[src/rtl/instr_fetch_unit.sv]
// Instruction fetch/issue front end: owns PC, fetches over imem req/ack, presents IR to the CU.
// Latency: ir_valid rises the cycle after imem_ack; next imem_req rises the cycle after the IR handshake.
// Backpressure: IR is held stable while ir_ready=0; no new fetch is issued until the IR retires.
module instr_fetch_unit #(
  parameter int ADDR_W  = 8,
  parameter int INSTR_W = 16,
  parameter int CNT_W   = 16
) (
  input  logic               clk,
  input  logic               rst,
  input  logic               start,
  output logic               imem_req,
  output logic [ADDR_W-1:0]  imem_addr,
  input  logic               imem_ack,
  input  logic [INSTR_W-1:0] imem_rdata,
  output logic [5:0]         ir_op,
  output logic [ADDR_W-1:0]  ir_addr,
  output logic               ir_valid,
  input  logic               ir_ready,
  input  logic               br_taken,
  input  logic [ADDR_W-1:0]  br_target,
  output logic               halted,
  output logic [CNT_W-1:0]   retire_cnt
);

  typedef enum logic [1:0] {
    S_IDLE  = 2'd0,
    S_FETCH = 2'd1,
    S_ISSUE = 2'd2,
    S_HALT  = 2'd3
  } state_t;

  localparam logic [5:0] OP_STP = 6'b000101;

  state_t              state_q, state_d;
  logic [ADDR_W-1:0]   pc_q, pc_d;
  logic                imem_req_q, imem_req_d;
  logic [5:0]          ir_op_q, ir_op_d;
  logic [ADDR_W-1:0]   ir_addr_q, ir_addr_d;
  logic                ir_valid_q, ir_valid_d;
  logic                halted_q, halted_d;
  logic [CNT_W-1:0]    retire_cnt_q, retire_cnt_d;

  // Instruction bits between the operand and opcode fields are not used here.
  logic unused_rdata;
  assign unused_rdata = ^imem_rdata;

  // Next-state and next-output computation for the fetch/issue sequencer.
  always_comb begin
    state_d      = state_q;
    pc_d         = pc_q;
    imem_req_d   = imem_req_q;
    ir_op_d      = ir_op_q;
    ir_addr_d    = ir_addr_q;
    ir_valid_d   = ir_valid_q;
    halted_d     = halted_q;
    retire_cnt_d = retire_cnt_q;

    case (state_q)
      S_IDLE: begin
        if (start) begin
          imem_req_d = 1'b1;
          state_d    = S_FETCH;
        end
      end

      S_FETCH: begin
        if (imem_ack) begin
          ir_op_d    = imem_rdata[INSTR_W-1 -: 6];
          ir_addr_d  = imem_rdata[ADDR_W-1:0];
          ir_valid_d = 1'b1;
          imem_req_d = 1'b0;
          pc_d       = pc_q + ADDR_W'(1);
          state_d    = S_ISSUE;
        end
      end

      S_ISSUE: begin
        if (ir_valid_q && ir_ready) begin
          ir_valid_d = 1'b0;
          if (!(&retire_cnt_q)) begin
            retire_cnt_d = retire_cnt_q + CNT_W'(1);
          end
          if (ir_op_q == OP_STP) begin
            halted_d = 1'b1;
            state_d  = S_HALT;
          end else begin
            // PC already points past this instruction; a taken branch overrides it.
            if (br_taken) begin
              pc_d = br_target;
            end
            imem_req_d = 1'b1;
            state_d    = S_FETCH;
          end
        end
      end

      S_HALT: begin
        if (start) begin
          pc_d       = '0;
          halted_d   = 1'b0;
          imem_req_d = 1'b1;
          state_d    = S_FETCH;
        end
      end

      default: begin
        state_d = S_IDLE;
      end
    endcase
  end

  // State and registered outputs; reset abandons any outstanding fetch.
  always_ff @(posedge clk) begin
    if (rst) begin
      state_q      <= S_IDLE;
      pc_q         <= '0;
      imem_req_q   <= 1'b0;
      ir_op_q      <= '0;
      ir_addr_q    <= '0;
      ir_valid_q   <= 1'b0;
      halted_q     <= 1'b0;
      retire_cnt_q <= '0;
    end else begin
      state_q      <= state_d;
      pc_q         <= pc_d;
      imem_req_q   <= imem_req_d;
      ir_op_q      <= ir_op_d;
      ir_addr_q    <= ir_addr_d;
      ir_valid_q   <= ir_valid_d;
      halted_q     <= halted_d;
      retire_cnt_q <= retire_cnt_d;
    end
  end

  assign imem_req   = imem_req_q;
  assign imem_addr  = pc_q;
  assign ir_op      = ir_op_q;
  assign ir_addr    = ir_addr_q;
  assign ir_valid   = ir_valid_q;
  assign halted     = halted_q;
  assign retire_cnt = retire_cnt_q;

endmodule

[config.mk]
export PLATFORM = sky130hd
export DESIGN_NAME = instr_fetch_unit
export DESIGN_NICKNAME = d
export VERILOG_FILES = /design/src/rtl/instr_fetch_unit.sv
export SDC_FILE = /design/constraint.sdc
export NUM_CORES = 1
export LEC_CHECK = 0
export CAP_MARGIN = 20
export CORE_AREA = 3 3 78 80
export CTS_CLUSTER_SIZE = 12
export DETAILED_ROUTE_END_ITERATION = 8
export DIE_AREA = 0 0 81 83
export PLACE_DENSITY_LB_ADDON = 0.25
export SYNTH_ARGS = -nofsm -noshare
export SYNTH_HDL_FRONTEND = slang
export SYNTH_SLANG_ARGS = --single-unit
export TNS_END_PERCENT = 50
[constraint.sdc]
create_clock -name clk -period 2.58 [get_ports clk]
set_clock_uncertainty 0.15 [all_clocks]
set_input_delay 0.258 -clock clk [delete_from_list [all_inputs] [get_ports clk]]
set_output_delay 0.258 -clock clk [all_outputs]
set_load 0.02 [all_outputs]
Word level (Yosys, flattened, before mapping)
Index checks and enable logic that the tools add are counted.
- add/subtract/negate cells: 2
- multiply operators: 0
- divide/modulo/power cells: 0
- magnitude comparators: 0
- equality and inequality tests: 11
- shifts and indexed selects: 0
- multiplexer cells: 23
- bitwise gates (word level): 1
- reduce and logical (&&, ||, !) cells: 14
- operators with widths (operator ; number):
    $mux 8 ; 5
    $pmux 8 s3 ; 1
    $add 16x1->16 const B ; 1
    $reduce_and 16->1 ; 1
    $ne 2x2->1 const B ; 6
    $mux 1 ; 9
    $reduce_and 3->1 ; 3
    $add 8x1->8 const B ; 1
    $mux 2 ; 4
    $reduce_and 4->1 ; 2
    $eq 6x3->1 const B ; 1
    $pmux 2 s3 ; 1
    $reduce_and 6->1 ; 1
    $eq 2x2->1 const B ; 2
    $pmux 1 s2 ; 2
    $reduce_bool 2->1 ; 2
    $pmux 1 s3 ; 1
    $reduce_bool 3->1 ; 1
    $eq 2x1->1 const B ; 1
    $logic_not 2->1 ; 1
    $ne 2x1->1 const B ; 1
    $reduce_and 2->1 ; 1
    $reduce_or 2->1 ; 1
    $logic_and 1x1->1 ; 1
    $not 1->1 ; 1
- flip-flop bits (word level): 43
- bits in latches: 0
- memory bits (writable): 0
- bits in read-only memories: 0
- bits of input ports: 30
- memories: 0

Logic depth before layout (Yosys ltp)
Gate-level depths: netlist of run 1.
- depth in word-level cells: 4
- depth in mapped cells: 8

Worst setup path before layout of run 1
OpenSTA, ideal clock, no wires.
- kind: register to register
- from: reg state_q[0]
- to: reg retire_cnt_q[15] (netlist: retire_cnt[15])
- library setup time: 70 ps
- arrival: 1885 ps
- data required time: 2360 ps
- path slack: 474 ps
- stages on the path, launching flop included: 7
- period minus slack after synthesis: 2106 ps
- path through: dfxtp_1 > inv_1 > ha_1 > nand3_1 > or4b_4 > or4_1 > a21oi_1
- word-level cells in the longest chain between the ends: 2
- ends and longest elaborated chain (item ; line ; RTL):
    from (decl) ; 35 ; state_t state_q, state_d;
    from (signal assigned) ; 125 ; state_q <= state_d;
    $eq 2x2->1 ; 59 ; case (state_q)
    $reduce_and 3->1 (no line) ; n/a ;
    to (signal assigned) ; 132 ; retire_cnt_q <= retire_cnt_d;
    to (decl) ; 42 ; logic [CNT_W-1:0] retire_cnt_q, retire_cnt_d;
Every way passes these cells.
A chain may end at the register's enable or synchronous reset.

Worst setup path after layout of run 1
- from: reg state_q[0]
- to: reg halted_q (netlist: halted)
- word-level cells in the longest chain between the ends: 3
- elaborated cells between the ends (all ways): 8
- classes of those cells: 5 x eq/ne; 1 x mux; 2 x reduce/logical
- ends and longest elaborated chain (item ; line ; RTL):
    $eq 2x2->1 ; 59 ;
    $ne 2x2->1 (no line) / $reduce_bool 2->1 (equally long branches) ; n/a ;
    $reduce_and 4->1 (no line) ; n/a ;
    to (signal assigned) ; 131 ; halted_q <= halted_d;
    to (decl) ; 41 ; logic halted_q, halted_d;
Parallel ways exist; a longest one is shown, timed or not.

==> results.yml, run 1 <==
outcome:
  status: "completed"
pwr:
  p_seq_frac: 0.364
  ir_worst_vdd_uv: 370.6
  power_density_mw_per_mm2: 736.2
  p_leak_nw: 1.020
  power.switching_w: 0.0007957
  power.share.clock: 0.239
  p_total_w: 0.002268
  sw_frac_of_total: 0.3509
  p_int_w: 0.001472
  power_frac_comb: 0.397
worst_hold_path:
  holdCritStartpoint: "ir_addr[3]"
  min_to: "ir_addr[3]"
  holdPathStages: 2
  hold_path.class: "flop to flop"
placement:
  io_buffers: 68
  dp.cells: 403
  place.gp.congestion: 0.8315
  hpwl_um: 4255
global_routing:
  antenna_found_initial: 0
  grt_pass1_vias: 2099
  grt_max_degree: 20
  grt.overflow.total: 0
  grtUsageTotal: 0.1780
  grt_pass1_wl_um: 9770
cells_and_area:
  final_core_util: 0.5629
  area_growth_pct: 42.23
  nets: 375
  drive_above_1_share: 0.07375
  stdcell_count: 411
  diodes: 0
synth:
  synth-edff-count: 0
  synth_ff_type: "dfxtp_1"
  syn_area_per_cell_um2: 8.142
  syn_inst: 266
  synth-seq-cells: 43
  syn-cell-area_mm2: 0.002166
  ys_async_sr_fraction: 0
  ys_seq_area_frac: 0.3975
  ys_types: 44
  synth_nets: 303
  ys_warn_count: 0
flow_run:
  drv_cap: 0
setup_path:
  cp_data_required_time_ns: 2.66
  worstRegToRegCells: 6
  max_stage_delay_ns: 0.52
  end_kind: "flop"
  r2r_end: "halted"
  cp-start-kind: "flop"
  slowest_stage: "or4b_1"
  worstReg2RegStart: "state_q[0]"
  r2r_slack_ns: 0.23
  cp_cell_sequence: "inv_1, ha_1, or4b_1, or2_2, o311a_1, nor2_1"
  arrival_ns: 2.43
  critical_path_class: "flop to flop"
  worstPathMaxFanout: 13
  cp-startpoint: "state_q[0]"
die:
  die_w_um: 81
  coreArea_mm2: 0.005473
  die_area_mm2: 0.006723
  die_h_um: 83
  rows: 27
  io_pins: 71
  initial_core_util: 0.3957
clock_tree:
  cts_buffer_depth: 2
  post_cts_buffers: 0
  root_buffer: "clkbuf_8"
  cts-htree-levels: 2
  cts.sinks: 43
  cts_buffers: 5
  postCtsHoldBufs: 0
  cts_tree: "done"
  clock_latency_ns: 0.29
  ctsResizeCount: 0
  cts.clk_slew.worst_paths_ns: 0.08
routing:
  drc_errors: 0
  via_per_inst: 5.499
  drt_pass1_iterations: 4
  drtIter0Drc: 92
  wl_per_cell_um: 14.19
  vias: 2260
  ant_nets: 0
  wl_um: 5833
sta:
  fin_setup_tns_ns: 0
  rsz0062_at_grt: "no"
  finalHoldViolCount: 0
  setup_viol: 0
  relSlewSlack: 0.5604
  timing.final.max_slew_violations: 0
  min_period_ns: 2.353
  tightest_slew_ns: 0.6533
  max_freq_ghz: 0.4250
  period_share: 0.9121
final cells by class:
class                   instances  area [um^2]
flip-flops and latches         43        860.8
fillers                       545         2392
inverters                      10        37.54
clock buffers                   6        82.58
clock inverters                 2        35.03
well taps                      72        90.09
repair buffers                 78        755.7
multi-input cells             200         1219
layout by cell type (no fill, tap or decap), types with 2 or more instances in the layout:
cell / synthesis / routed
nor4_1: 2 / 2
a31oi_1: 5 / 5
inv_1: 10 / 10
nor3_1: 6 / 6
ha_1: 7 / 7
or3_1: 4 / 4
a311oi_1: 4 / 4
o21ai_0: 7 / 7
nand2_1: 41 / 41
o311ai_0: 2 / 2
o41ai_1: 3 / 3
or4_1: 10 / 10
nand2b_1: 3 / 3
a211oi_1: 6 / 6
o31ai_1: 10 / 10
nor2_1: 10 / 10
and3_1: 2 / 2
or2_2: 2 / 2
buf_4: 0 / 10
nor2b_1: 2 / 2
a22oi_1: 2 / 2
clkbuf_8: 0 / 6
nand4_1: 6 / 6
nand3_1: 10 / 10
a32o_1: 2 / 2
a41oi_1: 2 / 2
dfxtp_1: 43 / 43
o21a_1: 3 / 3
a21oi_1: 33 / 33
clkdlybuf4s50_1: 0 / 68
cell usage after synthesis (3+ instances only):
master    count  area (um^2)
nor3_1        6        30.03
a31oi_1       5        31.28
o41ai_1       3        26.28
nand3_1      10        50.05
o21ai_0       7        35.03
o21a_1        3        22.52
nor2_1       10        37.54
a211oi_1      6        45.04
nand4_1       6        37.54
a311oi_1      4        35.03
nand2_1      41        153.9
inv_1        10        37.54
o31ai_1      10        75.07
or3_1         4        25.02
or4_1        10        75.07
a21oi_1      33        165.2
dfxtp_1      43        860.8
nand2b_1      3        18.77
clkbuf_1     13        48.80
ha_1          7        87.58
cells by family after synthesis:
kind of cell	Yosys count	synth area share
adders and majority gates	7	0.04044
and+or+nand+nor	108	0.2640
DFF	43	0.3975
AOI/OAI and AO/OA	85	0.2582
buffers and inverters	23	0.03986
worst max-delay path, delay by kind of cell, from the launching register on:
family | cells | cell delay (ns)
AND/OR/NAND/NOR | 3 | 1.05
flip-flops | 1 | 0.37
AO/OA/AOI/OAI | 1 | 0.36
adder cells (fa/ha/maj) | 1 | 0.26
buffers and inverters | 1 | 0.11
power groups by stage:
stage	clock, W	combinational (W)	sequential, W
3_3_place_gp	0	0.000881	0.000836
6_report	0.000542	0.000900	0.000826
4_1_cts	0.000560	0.000906	0.000827
2_1_floorplan	0	0.000455	0.000909
5_1_grt	0.000585	0.000997	0.000844
3_5_place_dp	0	0.000897	0.000841
worst max-delay path by stage:
stage / end / slack (ns) / cells past startpoint
6_report: halted / 0.23 / 6
5_1_grt: retire_cnt[15] / 0.12 / 6
4_1_cts: halted / 0.22 / 6
3_5_place_dp: retire_cnt[15] / 0.22 / 5
3_3_place_gp: retire_cnt[15] / 0.24 / 5
2_1_floorplan: retire_cnt[15] / 0.47 / 6
through the flow:
step / cell area [um^2] / setup slack [ns] / hold slack [ns]
after floorplan: 2166 / 0.4744 / 0.2440
after CTS: 3080 / 0.2238 / 0.3120
after global routing: 3080 / 0.1239 / 0.3362
after global placement: 2963 / 0.2421 / 0.2933
final: 3080 / 0.2269 / 0.3072
after detailed placement: 2963 / 0.2195 / 0.3001
registers in the layout, summed over array words and instances (netlist names):
name and flops:
halted 1, imem_addr 8, imem_req 1, ir_addr 8, ir_op 6, ir_valid 1, retire_cnt 16, state_q 2
layer usage:
metal	routed length, um	part of all wire	global-route usage
met4	53	0.0091	0.04147
met2	2785	0.48	0.2808
met3	352	0.060	0.05206
met1	2641	0.45	0.2371
met5	0	0	0
(Power assumes the default switching activity.)
==> inputs of run 2 (changes only) <==
Settings changed: GPL_TIMING_DRIVEN set to 1.
==> results of run 2 <==
No change in the layout: final DEF, timing and power equal those of run 1.
